[src/rtl/jk_cmd_seq_pkg.sv]
`default_nettype none
// ============================================================================
// Module   : jk_cmd_seq_pkg
// Brief    : JK opcode and sequencer state encodings shared by the command
//            sequencer and the JK flip-flop bench, plus the JK next-state rule.
// Revision : 1.0 - initial release
// ============================================================================
package jk_cmd_seq_pkg;

    // JK opcode as driven onto {j,k}
    typedef enum logic [1:0] {
        JK_HOLD   = 2'b00,
        JK_RESET  = 2'b01,
        JK_SET    = 2'b10,
        JK_TOGGLE = 2'b11
    } jk_op_e;

    // Sequencer states
    typedef enum logic {
        ST_IDLE  = 1'b0,
        ST_ISSUE = 1'b1
    } seq_state_e;

    // Next q of a JK flip-flop given current q and the {j,k} pair
    function automatic logic jk_next(input logic q, input logic [1:0] jk);
        logic r;
        case (jk)
            2'b00:   r = q;
            2'b01:   r = 1'b0;
            2'b10:   r = 1'b1;
            default: r = ~q;
        endcase
        return r;
    endfunction

endpackage : jk_cmd_seq_pkg
`default_nettype wire

[src/rtl/jk_cmd_fifo.sv]
`default_nettype none
// ============================================================================
// Module   : jk_cmd_fifo
// Brief    : Synchronous FIFO holding queued JK commands. Head entry is shown
//            combinationally on dout; flush empties it on the next clock.
// Revision : 1.0 - initial release
// ============================================================================
module jk_cmd_fifo #(
    parameter int DEPTH = 4,
    parameter int WIDTH = 6
) (
    input  logic                     clk,
    input  logic                     rst,
    input  logic                     flush,
    input  logic                     push,
    input  logic [WIDTH-1:0]         din,
    input  logic                     pop,
    output logic [WIDTH-1:0]         dout,
    output logic [$clog2(DEPTH):0]   level,
    output logic                     full,
    output logic                     empty
);

    localparam int AW = $clog2(DEPTH);
    localparam logic [AW-1:0] C_PTR_ONE  = AW'(1);
    localparam logic [AW:0]   C_LVL_ONE  = (AW+1)'(1);
    localparam logic [AW:0]   C_LVL_FULL = (AW+1)'(DEPTH);

    logic [WIDTH-1:0] r_mem [DEPTH];
    logic [AW-1:0]    r_wr_ptr;
    logic [AW-1:0]    r_rd_ptr;
    logic [AW:0]      r_level;
    logic             w_push;
    logic             w_pop;

    // Overflow/underflow are blocked here so callers cannot corrupt state
    assign w_push = push & ~full  & ~flush;
    assign w_pop  = pop  & ~empty & ~flush;

    assign full  = (r_level == C_LVL_FULL);
    assign empty = (r_level == '0);
    assign level = r_level;
    assign dout  = r_mem[r_rd_ptr];

    // Storage write; contents need no reset since level gates visibility
    always_ff @(posedge clk) begin
        if (w_push) begin
            r_mem[r_wr_ptr] <= din;
        end
    end

    // Pointers wrap naturally because DEPTH is a power of two
    always_ff @(posedge clk or negedge rst) begin
        if (!rst) begin
            r_wr_ptr <= '0;
            r_rd_ptr <= '0;
            r_level  <= '0;
        end else if (flush) begin
            r_wr_ptr <= '0;
            r_rd_ptr <= '0;
            r_level  <= '0;
        end else begin
            if (w_push) begin
                r_wr_ptr <= r_wr_ptr + C_PTR_ONE;
            end
            if (w_pop) begin
                r_rd_ptr <= r_rd_ptr + C_PTR_ONE;
            end
            case ({w_push, w_pop})
                2'b10:   r_level <= r_level + C_LVL_ONE;
                2'b01:   r_level <= r_level - C_LVL_ONE;
                default: r_level <= r_level;
            endcase
        end
    end

endmodule : jk_cmd_fifo
`default_nettype wire

[src/rtl/jk_cmd_seq.sv]
`default_nettype none
// ============================================================================
// Module   : jk_cmd_seq
// Brief    : Queues {op,len} commands and drives a downstream JK flip-flop
//            with op for max(len,1) cycles each, back to back, while
//            tracking the flip-flop's expected output.
// Revision : 1.0 - initial release
// ============================================================================
module jk_cmd_seq
    import jk_cmd_seq_pkg::*;
#(
    parameter int DEPTH = 4,
    parameter int LEN_W = 4
) (
    input  logic                     clk,
    input  logic                     rst,
    input  logic                     flush,
    input  logic                     cmd_valid,
    input  logic [1:0]               cmd_op,
    input  logic [LEN_W-1:0]         cmd_len,
    output logic                     cmd_ready,
    output logic                     j,
    output logic                     k,
    output logic                     exp_q,
    output logic                     busy,
    output logic                     done,
    output logic [$clog2(DEPTH):0]   level
);

    localparam int CW = 2 + LEN_W;
    localparam logic [LEN_W-1:0] C_CNT_ONE = LEN_W'(1);
    localparam logic [LEN_W-1:0] C_CNT_TWO = LEN_W'(2);

    logic [CW-1:0]    w_head;
    logic [1:0]       w_head_op;
    logic [LEN_W-1:0] w_head_cnt;
    logic             w_fifo_full;
    logic             w_fifo_empty;
    logic             w_push;
    logic             w_pop;

    seq_state_e       r_state;
    seq_state_e       w_state_nxt;
    logic [LEN_W-1:0] r_cnt;
    logic [LEN_W-1:0] w_cnt_nxt;
    logic             r_j;
    logic             r_k;
    logic             w_j_nxt;
    logic             w_k_nxt;
    logic             r_done;
    logic             w_done_nxt;
    logic             r_exp_q;

    // Ready depends only on occupancy, never on same-cycle valid or pop
    assign cmd_ready = ~w_fifo_full;
    assign w_push    = cmd_valid & cmd_ready & ~flush;

    jk_cmd_fifo #(
        .DEPTH (DEPTH),
        .WIDTH (CW)
    ) u_fifo (
        .clk   (clk),
        .rst   (rst),
        .flush (flush),
        .push  (w_push),
        .din   ({cmd_op, cmd_len}),
        .pop   (w_pop),
        .dout  (w_head),
        .level (level),
        .full  (w_fifo_full),
        .empty (w_fifo_empty)
    );

    // Zero length is issued for one cycle
    assign w_head_op  = w_head[CW-1 -: 2];
    assign w_head_cnt = (w_head[LEN_W-1:0] == '0) ? C_CNT_ONE : w_head[LEN_W-1:0];

    // Next-state / output decode; the last issue cycle can pop the next
    // command directly so consecutive commands run without a 00 gap
    always_comb begin
        w_state_nxt = r_state;
        w_cnt_nxt   = r_cnt;
        w_j_nxt     = r_j;
        w_k_nxt     = r_k;
        w_done_nxt  = 1'b0;
        w_pop       = 1'b0;
        if (flush) begin
            w_state_nxt        = ST_IDLE;
            {w_j_nxt, w_k_nxt} = JK_HOLD;
        end else begin
            case (r_state)
                ST_IDLE: begin
                    if (!w_fifo_empty) begin
                        w_pop              = 1'b1;
                        w_state_nxt        = ST_ISSUE;
                        w_cnt_nxt          = w_head_cnt;
                        {w_j_nxt, w_k_nxt} = w_head_op;
                        w_done_nxt         = (w_head_cnt == C_CNT_ONE);
                    end else begin
                        {w_j_nxt, w_k_nxt} = JK_HOLD;
                    end
                end
                ST_ISSUE: begin
                    if (r_cnt == C_CNT_ONE) begin
                        if (!w_fifo_empty) begin
                            w_pop              = 1'b1;
                            w_cnt_nxt          = w_head_cnt;
                            {w_j_nxt, w_k_nxt} = w_head_op;
                            w_done_nxt         = (w_head_cnt == C_CNT_ONE);
                        end else begin
                            w_state_nxt        = ST_IDLE;
                            {w_j_nxt, w_k_nxt} = JK_HOLD;
                        end
                    end else begin
                        w_cnt_nxt  = r_cnt - C_CNT_ONE;
                        w_done_nxt = (r_cnt == C_CNT_TWO);
                    end
                end
                default: begin
                    w_state_nxt        = ST_IDLE;
                    {w_j_nxt, w_k_nxt} = JK_HOLD;
                end
            endcase
        end
    end

    // State and registered outputs; the shadow q always follows the
    // {j,k} actually presented this cycle, flush included
    always_ff @(posedge clk or negedge rst) begin
        if (!rst) begin
            r_state <= ST_IDLE;
            r_cnt   <= '0;
            r_j     <= 1'b0;
            r_k     <= 1'b0;
            r_done  <= 1'b0;
            r_exp_q <= 1'b0;
        end else begin
            r_state <= w_state_nxt;
            r_cnt   <= w_cnt_nxt;
            r_j     <= w_j_nxt;
            r_k     <= w_k_nxt;
            r_done  <= w_done_nxt;
            r_exp_q <= jk_next(r_exp_q, {r_j, r_k});
        end
    end

    assign j     = r_j;
    assign k     = r_k;
    assign done  = r_done;
    assign exp_q = r_exp_q;
    assign busy  = (r_state == ST_ISSUE);

endmodule : jk_cmd_seq
`default_nettype wire
[config.mk]
export PLATFORM = sky130hd
export DESIGN_NAME = jk_cmd_seq
export DESIGN_NICKNAME = d
export VERILOG_FILES = /design/src/rtl/jk_cmd_seq_pkg.sv /design/src/rtl/jk_cmd_fifo.sv /design/src/rtl/jk_cmd_seq.sv
export SDC_FILE = /design/constraint.sdc
export NUM_CORES = 1
export LEC_CHECK = 0
export ABC_CLOCK_PERIOD_IN_PS = 3020
export CAP_MARGIN = 20
export CORE_MARGIN = 4
export CORE_UTILIZATION = 25
export CTS_CLUSTER_SIZE = 25
export DETAILED_ROUTE_END_ITERATION = 10
export SLEW_MARGIN = 10
export SYNTH_ARGS = -nofsm -noshare
export SYNTH_HDL_FRONTEND = slang
export SYNTH_SLANG_ARGS = --single-unit
export TNS_END_PERCENT = 1
[constraint.sdc]
create_clock -name clk -period 3.02 [get_ports clk]
set_clock_uncertainty 0.1 [all_clocks]
set_input_delay 0.302 -clock clk [delete_from_list [all_inputs] [get_ports clk]]
set_output_delay 0.302 -clock clk [all_outputs]
set_load 0.02 [all_outputs]
### Word level (Yosys, flattened, before mapping)

Memory sizes are Yosys's and may differ from the RTL's.
Cells that the tools add are included.

| cells by class | value |
|---|---|
| $add $sub $neg | 5 |
| equality and inequality tests | 9 |
| mux-type cells | 32 |
| bitwise operators | 11 |
| reduce and logical (&&, ||, !) cells | 6 |

Operators with widths:

| operator | number |
|---|---|
| $mux W1 | 16 |
| $mux W4 | 3 |
| $pmux W1 S2 | 5 |
| $eq A4 B1 Y1 const B | 2 |
| $mux W2 | 4 |
| $pmux W4 S2 | 1 |
| $and A1 B1 Y1 | 6 |
| $pmux W3 S2 | 1 |
| $not A1 Y1 | 5 |
| $add A2 B1 Y2 const B | 2 |
| $eq A2 B1 Y1 const B | 2 |
| $eq A2 B2 Y1 const B | 2 |
| $eq A4 B2 Y1 const B | 1 |
| $logic_not A4 Y1 | 1 |
| $reduce_bool A2 Y1 | 2 |
| $sub A4 B1 Y4 const B | 1 |
| $add A3 B1 Y3 const B | 1 |
| $eq A3 B3 Y1 const B | 1 |
| $logic_not A3 Y1 | 1 |
| $mux W3 | 1 |
| $ne A3 B2 Y1 const B | 1 |
| $pmux W1 S3 | 1 |
| $reduce_bool A3 Y1 | 1 |
| $sub A3 B1 Y3 const B | 1 |
| $logic_not A2 Y1 | 1 |

| word-level totals | value |
|---|---|
| register bits after elaboration | 16 |
| RAM bits | 24 |
| input port bits | 10 |
| output and inout port bits | 9 |
| logic and storage cells | 73 |
| memories | 1 |

Memory list:

| memory | words | width | rd ports | clocked after Yosys merged registers in | write ports | RTL line | text |
|---|---|---|---|---|---|---|---|
| u_fifo.r_mem | 4 | 6 | 1 | 0 | 1 | jk_cmd_fifo.sv:29 | `logic [WIDTH-1:0] r_mem [DEPTH];` |

### Longest topological paths before layout

Gate-level depths: netlist (run 1).

| logic depth | value |
|---|---|
| depth in word-level cells | 10 |
| depth in mapped cells | 9 |
| depth with buffers taken out | 9 |

### Cells and area by module

From an unflattened synthesis (run 1), not the netlist that was laid out.

| unflattened totals | value |
|---|---|
| cells, all modules | 165 |
| area, all modules | 2070.7 um^2 |

By module, submodules not included:

| module | instances | cells an instance | area an instance (um^2) | seq. area each (um^2) |
|---|---|---|---|---|
| jk_cmd_fifo | 1 | 96 | 1416.4 | 895.9 |
| jk_cmd_seq | 1 | 69 | 654.4 | 225.2 |

### Worst setup path before layout (run 1)

Ideal clock, no wire load.

| timing path | value |
|---|---|
| path type | register -> register |
| start point | reg u_fifo.r_level[0], in the netlist u_fifo.level[0] |
| end point | reg u_fifo.r_level[2], in the netlist u_fifo.level[2] |
| setup time | 125 ps |
| arrival time | 2240 ps |
| required time | 2795 ps |
| slack | 555 ps |
| stages on the path, launching flop included | 8 |
| buffers on the path | 0 |
| clock period less this slack | 2465 ps |
| path through | dfrtp_1 > or3b_1 > nand2_1 > nand2_2 > nor2_1 > fa_1 > mux2_2 > mux2_4 |

| between the ends | value |
|---|---|
| elaborated cells on any way between the ends | 21 |
| those cells by class | add/sub: 2; eq/ne: 3; mux: 6; bitwise: 8; reduce/logical: 2 |

RTL lines:

| item | RTL line | text |
|---|---|---|
| start, declared | jk_cmd_fifo.sv:32 | `logic [AW:0] r_level;` |
| start signal, assigned | jk_cmd_fifo.sv:70 | `2'b10: r_level <= r_level + C_LVL_ONE;` |
| start signal, assigned | jk_cmd_fifo.sv:71 | `2'b01: r_level <= r_level - C_LVL_ONE;` |
| start signal, assigned | jk_cmd_fifo.sv:72 | `default: r_level <= r_level;` |
| $eq A3 B3 Y1 * | jk_cmd_fifo.sv:40 | `assign full = (r_level == C_LVL_FULL);` |
| $not A1 Y1 * | jk_cmd_seq.sv:55 | `assign cmd_ready = ~w_fifo_full;` |
| via cmd_ready | jk_cmd_seq.sv:21 | `output logic cmd_ready,` |
| $and A1 B1 Y1 (2 in series) | jk_cmd_seq.sv:56 | `assign w_push = cmd_valid & cmd_ready & ~flush;` |
| $and A1 B1 Y1 * (2 in series) | jk_cmd_fifo.sv:37 | `assign w_push = push & ~full & ~flush;` |
| $eq A2 B1 Y1 / $eq A2 B2 Y1 (equally long branches) | jk_cmd_fifo.sv:69 | `case ({w_push, w_pop})` |
| $pmux W3 S2 | jk_cmd_fifo.sv:69 |  |
| $mux W3 | jk_cmd_fifo.sv:58 | `end else if (flush) begin` |

Mark *: on every way through the listed nets, which the timed path passes. The rest lies on a longest branch.
A chain may end at the register's enable or synchronous reset.

### Final worst setup path (run 1)

| timing path | value |
|---|---|
| start point | reg r_cnt[1] |
| end point | reg u_fifo.r_level[2], in the netlist u_fifo.level[2] |

| between the ends | value |
|---|---|
| word-level cells in the longest chain between the ends | 9 |
| elaborated cells on any way between the ends | 11 |
| those cells by class | eq/ne: 3; mux: 5; bitwise: 2; reduce/logical: 1 |

Ends and longest elaborated chain:

| item | RTL line | text |
|---|---|---|
| start, declared | jk_cmd_seq.sv:44 | `logic [LEN_W-1:0] r_cnt;` |
| start signal, assigned | jk_cmd_seq.sv:139 | `r_cnt <= w_cnt_nxt;` |
| $eq A4 B1 Y1 * | jk_cmd_seq.sv:104 | `if (r_cnt == C_CNT_ONE) begin` |
| $mux W1 * | jk_cmd_seq.sv:104 |  |
| $pmux W1 S2 * | jk_cmd_seq.sv:91 | `case (r_state)` |
| $mux W1 * | jk_cmd_seq.sv:87 | `if (flush) begin` |
| $and A1 B1 Y1 * (2 in series) | jk_cmd_fifo.sv:38 | `assign w_pop = pop & ~empty & ~flush;` |
| $eq A2 B1 Y1 / $eq A2 B2 Y1 (equally long branches) | jk_cmd_fifo.sv:69 |  |
| $pmux W3 S2 | jk_cmd_fifo.sv:69 |  |
| $mux W3 | jk_cmd_fifo.sv:58 |  |

Mark *: on every way between the ends. The rest lies on a longest branch, timed or not.

==> flow_metrics.tcl, run 1 <==
set metrics [dict create \
    io_buffers 18 \
    place_congestion 0.732 \
    drt_iter0_drc 38 \
    fp.dieH_um 94.2 \
    hold_ws_ns 0.334 \
    rsz0062_at_grt "no" \
    finalMaxSlewViolations 0 \
    synth.cell_area_sq_um 1860 \
    ant_nets 0 \
    critPathSlowestCell "dfrtp_1" \
    yosysSeqAreaShare 0.604 \
    antenna_found_initial 0 \
    drc 0 \
    antenna_cells 0 \
    core_sq_um 7250 \
    nets 175 \
    track_usage 0.0794 \
    clock-sinks 40 \
    path_max_fanout 10 \
    peakVddDrop_mv 0.275 \
    place_inst 247 \
    synth.distinct_cells 40 \
    r2r_slack_ns 0.41 \
    max_freq_mhz 383 \
    synth_ff_type "edfxtp_1" \
    arrival_ns 2.69 \
    grt_max_degree 21 \
    finalSetupViolations 0 \
    reg2reg_depth 9 \
    status "finished, final reports clean" \
    clkLatencyLatePin_ns 0.29 \
    tightestPinTransition_ns 0.710 \
    crit_path_end "u_fifo.level[2]" \
    clockBufferDepth 2 \
    ys_ff_latch 40 \
    netlist.area_leader.share 0.388 \
    grt_overflow 0 \
    fin_crit_sh 0.864 \
    numCtsBuffers 5 \
    num_io_pins 19 \
    setup_tns_ns 0 \
    cts_tree "built" \
    path_clk_slew_ns 0.07 \
    path_class "reg2reg" \
    synth.area.top_cells "edfxtp_1, dfrtp_1, mux4_2" \
    layout-drive-gt1-share 0.148 \
    postCtsSetupBuffers 0 \
    drt_wl_total_mm 3.25 \
    final_common_cell "edfxtp_1" \
    finalCriticalPeriod_ns 2.61 \
    cts-root-buf "clkbuf_8" \
    h-tree-depth 2 \
    worstSetupPathDepth 9 \
    synth_top_area_cell "edfxtp_1" \
    cp_num_buf_inv 1 \
    start_util 0.256 \
    dpl.hpwl_mm 2.31 \
    relSlewSlack 0.525 \
    syn_to_final_growth_pct 22.6 \
    die_w_um 94.2 \
    crit_family "multiplexers" \
    netlist_instances 134 \
    rows 31 \
    cts_hold_buf 0 \
    startpoint "r_cnt[1]" \
    cp.required_ns 3.10 \
    max_stage_delay_ns 0.40 \
    p_leak_nw 0.826 \
    finalNonFillerCells 254 \
    first_pass_iters 4 \
    start_kind "flip-flop" \
    syn_avg_cell_area_sq_um 13.9 \
    maxCapViolCount 0 \
    layout_common_cells "edfxtp_1, clkdlybuf4s50_1, nor2_1, dfrtp_1, ha_1" \
    design.die.area_sq_um 8870 \
    fillers 732 \
    grt_pass1_vias 1053 \
    synth_fp_nets 154 \
    grt_pass1_wl_mm 5.20 \
    hp-class "in2async" \
    vias_per_cell 4.19 \
    async_reset_ff_frac 0.400 \
    ctsResizeCount 0 \
    cp-end-kind "flip-flop" \
    reg2reg_from "r_cnt[1]" \
    r2r-end "u_fifo.level[2]" \
    hold_viol 0 \
    yosysWarnings 0 \
    num_vias 1065 \
    finalPower_mw 2.08 \
    p_per_area_nw_per_um2 915 \
    worstPathCellList "inv_1, ha_1, or3b_4, a21oi_4, nand2_2, nor2_1, fa_1, mux2_2, mux2_4" \
    synth_edf_count 24 \
    wl_per_cell_um 12.8 \
]
==> layout make-up <==
class / instances / area (sq um) / share of cell area
inverters: 6 / 22.5 / 0.00989
clock buffers: 5 / 68.8 / 0.0302
multi-input cells: 83 / 693 / 0.304
repair buffers: 19 / 188 / 0.0824
well taps: 99 / 124 / 0.0544
flip-flops and latches: 40 / 1120 / 0.492
clock inverters: 2 / 60.1 / 0.0264
==> cell families (layout without fill, tap and decap cells) <==
family | count (synthesis) | after routing | synth area share
flip-flops | 40 | 40 | 0.604
buffers and inverters | 11 | 32 | 0.0229
multiplexers | 9 | 9 | 0.0923
adder cells (fa/ha/maj) | 10 | 10 | 0.0714
AND/OR/NAND/NOR | 43 | 43 | 0.123
AO/OA/AOI/OAI | 17 | 17 | 0.0681
XOR/XNOR | 4 | 4 | 0.0189
==> per-layer routing <==
| metal | global-route usage | up-vias | wire length [um] |
|---|---|---|---|
| li1 | - | 525 | - |
| met1 | 0.0963 | 517 | 1440 |
| met2 | 0.124 | 16 | 1600 |
| met3 | 0.0232 | 7 | 129 |
| met4 | 0.0469 | 0 | 74 |
| met5 | 0 | - | 0 |
==> registers in the layout, summed over array words and instances (netlist names) <==
name	count
u_fifo.r_mem	24
r_cnt	4
u_fifo.level	3
u_fifo.r_rd_ptr	2
u_fifo.r_wr_ptr	2
busy	1
done	1
exp_q	1
j	1
k	1
==> Yosys cell counts, types with 2 or more instances <==
master and number:
nor2_1 16, a21oi_1 4, xnor2_1 3, nor2b_1 2, edfxtp_1 24, a22oi_1 2, ha_1 9, nand2_1 5
mux4_2 6, clkbuf_1 3, and2_1 5, inv_1 6, dfrtp_1 16, nor3_1 6, a31oi_1 2
==> report_power, final <==
group,internal [mW],switching (mW),leakage [nW]
Combinational,0.382,0.385,0.341
Clock,0.325,0.177,0.0642
Sequential,0.684,0.133,0.422
Total,1.39,0.694,0.826
==> worst min-delay path by stage <==
| stage | end | slack [ns] | depth (start not counted) | start |
|---|---|---|---|---|
| floorplan | busy | -0.09 | 0 | rst |
| global placement | exp_q | 0.38 | 1 | exp_q |
| global route | u_fifo.level[0] | 0.39 | 1 | rst |
| finish | u_fifo.level[0] | 0.33 | 1 | rst |
| detailed placement | exp_q | 0.38 | 1 | exp_q |
| CTS | u_fifo.level[0] | 0.37 | 1 | rst |
==> per-stage QoR <==
stage | util | cell area [sq um] | setup slack [ns]
detailed placement | 0.296 | 2150 | 0.443
finish | 0.314 | 2280 | 0.411
global placement | 0.296 | 2150 | 0.492
global route | 0.314 | 2280 | 0.294
CTS | 0.314 | 2280 | 0.415
floorplan | - | 1860 | 0.555
No activity file was read; power rests on OpenSTA's default activity.
==> run 2, diff against run 1 <==
--- a/config.mk
+++ b/config.mk
@@ -9,7 +9,7 @@
 export CAP_MARGIN = 20
 export CORE_MARGIN = 4
 export CORE_UTILIZATION = 25
-export CTS_CLUSTER_SIZE = 25
+export CTS_CLUSTER_SIZE = 12
 export DETAILED_ROUTE_END_ITERATION = 10
 export SLEW_MARGIN = 10
 export SYNTH_ARGS = -nofsm -noshare
==> results of run 2 <==
The final DEF is identical to that of run 1; final timing and power are the same.
